$ cat src/rtl/instruction_fetch_pkg.sv
// Shared fetch-stage definitions: word geometry, opcode field and fetch state encoding.
package instruction_fetch_pkg;

   localparam int IF_ADDR_W = 8;
   localparam int IF_DATA_W = 32;
   localparam int OPC_W     = 6;

   localparam logic [OPC_W-1:0] IF_HALT_OPCODE = 6'b111111;

   typedef enum logic [1:0] {
      ST_LOAD   = 2'd0,
      ST_RUN    = 2'd1,
      ST_HALTED = 2'd2
   } fetch_state_t;

endpackage

$ cat src/rtl/instruction_fetch.sv
// Fetch stage: shares the instruction memory port between loader and PC, tracks the one-cycle
// read latency and hands instruction+PC to decode over valid/ready with stall, redirect and halt.
module instruction_fetch
   import instruction_fetch_pkg::*;
#(
   parameter int                ADDR_W      = IF_ADDR_W,
   parameter int                DATA_W      = IF_DATA_W,
   parameter logic [ADDR_W-1:0] START_PC    = '0,
   parameter logic [OPC_W-1:0]  HALT_OPCODE = IF_HALT_OPCODE
) (
   input  logic              clk,
   input  logic              reset,
   input  logic              run,
   input  logic              ld_we,
   input  logic [ADDR_W-1:0] ld_addr,
   input  logic [DATA_W-1:0] ld_data,
   output logic              imem_mode,
   output logic              imem_we,
   output logic [ADDR_W-1:0] imem_addr,
   output logic [DATA_W-1:0] imem_wdata,
   input  logic [DATA_W-1:0] imem_rdata,
   output logic              if_valid,
   input  logic              if_ready,
   output logic [DATA_W-1:0] if_instr,
   output logic [ADDR_W-1:0] if_pc,
   input  logic              redirect,
   input  logic [ADDR_W-1:0] redirect_pc,
   output logic              halted
);

   fetch_state_t      st;
   logic [ADDR_W-1:0] fetch_pc;
   logic [ADDR_W-1:0] pend_pc;
   logic              pend_valid;

   logic stall;
   logic transfer;
   logic halt_seen;

   assign stall     = pend_valid & ~if_ready;
   assign transfer  = if_valid & if_ready;
   assign halt_seen = transfer && (imem_rdata[DATA_W-1 -: OPC_W] == HALT_OPCODE);

   assign imem_mode  = run;
   assign imem_we    = ld_we & ~run;
   assign imem_wdata = ld_data;

   assign if_instr = imem_rdata;
   assign if_pc    = pend_pc;
   assign if_valid = (st == ST_RUN) & pend_valid & ~redirect;
   assign halted   = (st == ST_HALTED);

   // While stalled the pending address is re-read so imem_rdata keeps showing the held word.
   always_comb begin
      imem_addr = ld_addr;
      case (st)
         ST_RUN:    imem_addr = stall ? pend_pc : fetch_pc;
         ST_HALTED: imem_addr = fetch_pc;
         default:   imem_addr = ld_addr;
      endcase
   end

   always_ff @(posedge clk or negedge reset) begin
      if (!reset) begin
         st         <= ST_LOAD;
         fetch_pc   <= START_PC;
         pend_pc    <= '0;
         pend_valid <= 1'b0;
      end else begin
         case (st)
            ST_LOAD: begin
               pend_valid <= 1'b0;
               fetch_pc   <= START_PC;
               if (run) st <= ST_RUN;
            end
            ST_RUN: begin
               if (!run) begin
                  st         <= ST_LOAD;
                  pend_valid <= 1'b0;
                  fetch_pc   <= START_PC;
               end else if (redirect) begin
                  fetch_pc   <= redirect_pc;
                  pend_valid <= 1'b0;
               end else if (halt_seen) begin
                  // The word already in flight behind the halt is dropped.
                  st         <= ST_HALTED;
                  pend_valid <= 1'b0;
               end else if (!stall) begin
                  pend_pc    <= fetch_pc;
                  pend_valid <= 1'b1;
                  fetch_pc   <= fetch_pc + ADDR_W'(1);
               end
            end
            ST_HALTED: begin
               if (!run) begin
                  st       <= ST_LOAD;
                  fetch_pc <= START_PC;
               end
            end
            default: begin
               st         <= ST_LOAD;
               pend_valid <= 1'b0;
               fetch_pc   <= START_PC;
            end
         endcase
      end
   end

endmodule
$ cat config.mk
export PLATFORM = sky130hd
export DESIGN_NAME = instruction_fetch
export DESIGN_NICKNAME = d
export VERILOG_FILES = /design/src/rtl/instruction_fetch_pkg.sv /design/src/rtl/instruction_fetch.sv
export SDC_FILE = /design/constraint.sdc
export NUM_CORES = 1
export LEC_CHECK = 0
export ABC_AREA = 1
export CORE_MARGIN = 3
export CORE_UTILIZATION = 32
export CTS_CLUSTER_DIAMETER = 50
export DETAILED_ROUTE_END_ITERATION = 6
export PLACE_DENSITY = 0.8
export SKIP_LAST_GASP = 1
export SLEW_MARGIN = 5
export SYNTH_ARGS = -nofsm -noshare
export SYNTH_HDL_FRONTEND = slang
export SYNTH_SLANG_ARGS = --single-unit
$ cat constraint.sdc
create_clock -name clk -period 2.3 [get_ports clk]
set_input_delay 0.69 -clock clk [delete_from_list [all_inputs] [get_ports clk]]
set_output_delay 0.69 -clock clk [all_outputs]
set_load 0.01 [all_outputs]
==> out/qor.csv <==
stage;metric;value;unit
run_status;status;complete, no violations;
drt;wl_per_cell;13.32;um
sta;setup_viol;0;
die;start_util;33.78;%
place;port_buffers;53;
drt;ant_nets;0;
layout;drive_above_1_share;26.86;%
die;boundaryPins;170;
place;pre_cts_ws;-858.0;ps
cts;cts_buffers;3;
drt;m1WireLength;1.887;mm
cts;htreeDepth;1;
global_route;grt_max_degree;20;
sta;slew_viol_final;0;
sta;worst_pin_slew;260.1;ps
die;fp.dieW;83.17;um
worst_setup_path;worstPathArrival;1590;ps
power_and_ir_drop;cellLeakagePower;0.001116;uW
synth;synth_xor_area_share;0.4596;%
worst_setup_path;endpoint_kind;output port;
layout;layout.nets;374;
power_and_ir_drop;p_seq_share;22.6;%
die;core_area;5642;um^2
synth;ys_types;24;
power_and_ir_drop;p_clk_share;10.8;%
power_and_ir_drop;p_switching;1044;uW
die;row_count;27;
cts;cts_num_sinks;19;
cts;insertion_delay;260;ps
drt;totalWireLength;4.728;mm
layout;utilization;40.81;%
synth;synth_top_family_by_area;buffers and inverters;
cts;clockRootBuffer;clkbuf_8;
synth;synth_compound_area_share;11.82;%
global_route;grt_pass1_wl;7.548;mm
worst_setup_path;path_class;in2out;
layout;diodes;0;
synth;yosysTopAreaCell;buf_4;
power_and_ir_drop;ir_drop;383.8;uV
worst_setup_path;required;1610;ps
synth;syn_nets;365;
global_route;antenna_found_initial;0;
drt;dr_wl_met2;2.380;mm
power_and_ir_drop;power_frac_comb;66.7;%
drt;drc;0;
place;hpwl;3.629;mm
worst_hold_path;min_path_type;reg2reg;
drt;drt_pass1_iterations;4;
synth;syn_area_per_cell;6.929;um^2
synth;synth_top_area_share;26.40;%
job;cap_violations;0;
cts;cts_tree;yes;
sta;finalClockSkew;2.613;ps
synth;yosysSeqAreaShare;24.95;%
drt;via_per_inst;4.777;
sta;fin_tns_setup;0;ps
sta;hold_ws;540.9;ps
drt;dr_wl_met3;291;um
die;die_height;83.17;um
synth;syn_area;1906;um^2
global_route;grt-ovfl-total;0;
synth;ys_seq_elements;19;
synth;synth_mux_area_share;0.5253;%
place;gp_congestion;0.9044;
synth;ys_warn_count;0;
sta;hold_violations;0;
worst_setup_path;cp_max_fo;7;
global_route;grt_pass1_vias;1704;
synth;synthSimpleGateAreaFrac;27.12;%
synth;synth.area.top_cells;buf_4 (26%), dfrtp_1 (25%), nand2_1 (15%), a21oi_1 (4.7%), o21ai_0 (3.9%);
synth;syn_inst;275;
power_and_ir_drop;swShare;46.23;%
sta;period_share;99.28;%
synth;synth_fa_ha_area_share;2.626;%
drt;drtIter0Drc;152;
drt;num_vias;1696;
layout;area_delta_synth_final;20.81;%
worst_setup_path;cp-start-kind;input pin;
sta;rsz0062_at_grt;yes;
sta;period_needed;2284;ps
cts;cts_buffer_depth;2;
sta;fin_ws;16.49;ps
global_route;track_usage;13.00;%
power_and_ir_drop;intPower;1215;uW
die;die_area;6917;um^2
drt;highest_layer;met4;
power_and_ir_drop;p_per_area;981.3;nW/um^2
cts;clk_pin_slew;70;ps
sta;max_freq;0.4379;GHz
power_and_ir_drop;p_total;2259;uW
sta;worst_slew_margin_rel;82.59;%
==> sequential cells by signal, indices dropped and copies added, names as in the netlist <==
register and flops:
pend_valid 1, st 2, if_pc 8, fetch_pc 8
==> power groups by stage <==
| stage | combinational (uW) | sequential (uW) | clock [uW] |
|---|---|---|---|
| 6_report | 1510 | 510 | 244 |
| 5_1_grt | 1630 | 525 | 256 |
| 2_1_floorplan | 813 | 520 | 0 |
| 4_1_cts | 1400 | 496 | 239 |
| 3_5_place_dp | 1460 | 502 | 0 |
| 3_3_place_gp | 1430 | 501 | 0 |
==> worst paths after layout <==
check                                        to            startpoint  slack, ps  cells past startpoint
setup / recovery                   imem_addr[7]              if_ready         20                      8
hold / removal             if_pc[6]$_DFFE_PN0P_  if_pc[6]$_DFFE_PN0P_        540                      2
hold reg to reg            if_pc[6]$_DFFE_PN0P_  if_pc[6]$_DFFE_PN0P_        540                      2
setup reg to reg              st[0]$_DFFE_PN0P_     st[1]$_DFFE_PN0P_        460                     12
max in group asynchronous  if_pc[7]$_DFFE_PN0P_                 reset       1320                      2
min in group asynchronous  if_pc[3]$_DFFE_PN0P_                 reset        760                      2
==> cells in the mapped netlist <==
| cell type | count |
|---|---|
| nand2_1 | 77 |
| buf_4 | 67 |
| dfrtp_1 | 19 |
| inv_1 | 19 |
| a21oi_1 | 18 |
| nor2_1 | 16 |
| o21ai_0 | 15 |
| nand3_1 | 12 |
| o21ai_2 | 5 |
| ha_1 | 4 |
| nand2_4 | 3 |
| nand4_1 | 3 |
| buf_6 | 2 |
| clkbuf_1 | 2 |
| nand3_2 | 2 |
| nor2_2 | 2 |
| nor2_4 | 2 |
| a21boi_2 | 1 |
| buf_2 | 1 |
| inv_2 | 1 |
| inv_4 | 1 |
| mux2i_1 | 1 |
| o21ai_1 | 1 |
| xor2_1 | 1 |
==> cell type report <==
class                           count  area, um^2
Timing Repair Buffer               76       684.4
Clock inverter                      1       5.005
Tap cell                           72       90.09
Clock buffer                        3       41.29
Fill cell                         519        3339
Multi-Input combinational cell    163       924.6
Sequential cell                    19       475.5
Inverter                           21       81.33
==> per-layer routing <==
metal	vias up	GRT usage, %
li1	820	-
met4	0	6.835
met5	-	0
met3	22	2.976
met1	785	14.40
met2	69	22.96
==> worst max-delay path: stages <==
cell and delay (ps):
buf_8 80, nor2_4 40, buf_4 140, buf_16 140, o21ai_4 130, nand2_1 90, a21oi_2 130, buf_2 150
==> cell usage in the layout (no fill, tap or decap), types with 2 or more instances in the layout <==
cell              n
nor2_4            2
o21ai_2           6
clkdlybuf4s50_1  34
inv_2             5
dlygate4sd2_1     9
clkbuf_8          3
o21ai_4           4
o21ai_0          10
nand3_2           2
nor2_1           16
dfrtp_1          19
nand2_1          71
buf_4            21
nor2_2            2
a21oi_1          12
buf_2             8
nand2_4           6
nand3_1          12
ha_1              3
nand2_2           3
a21oi_2           6
inv_1            15
nand4_1           3
==> kinds of logic (layout without fill, tap and decap cells) <==
logic type	count (synthesis)	count (layout)
compound gates	40	40
flops	19	19
fa+ha+maj	4	4
xor+xnor	1	1
buf+inv	93	101
simple gates	117	117
mux	1	1
==> through the flow <==
step,instance area [um^2],instances
final,2302,355
after global routing,2302,355
after CTS,2205,353
after detailed placement,2151,348
after global placement,2151,348
after floorplan,1906,275
==> timing repair <==
| action | 4_1_cts | 5_1_grt |
|---|---|---|
| pin swaps | 2 | 5 |
| resized for setup | 60 | 27 |
| setup endpoints to repair | 18 | 9 |
| buffers inserted | 0 | 2 |
| hold endpoints to repair | 0 | 0 |
| hold buffers | 0 | 0 |
| gates cloned | 1 | 0 |
Note: power is estimated with default switching activity, not from simulation.
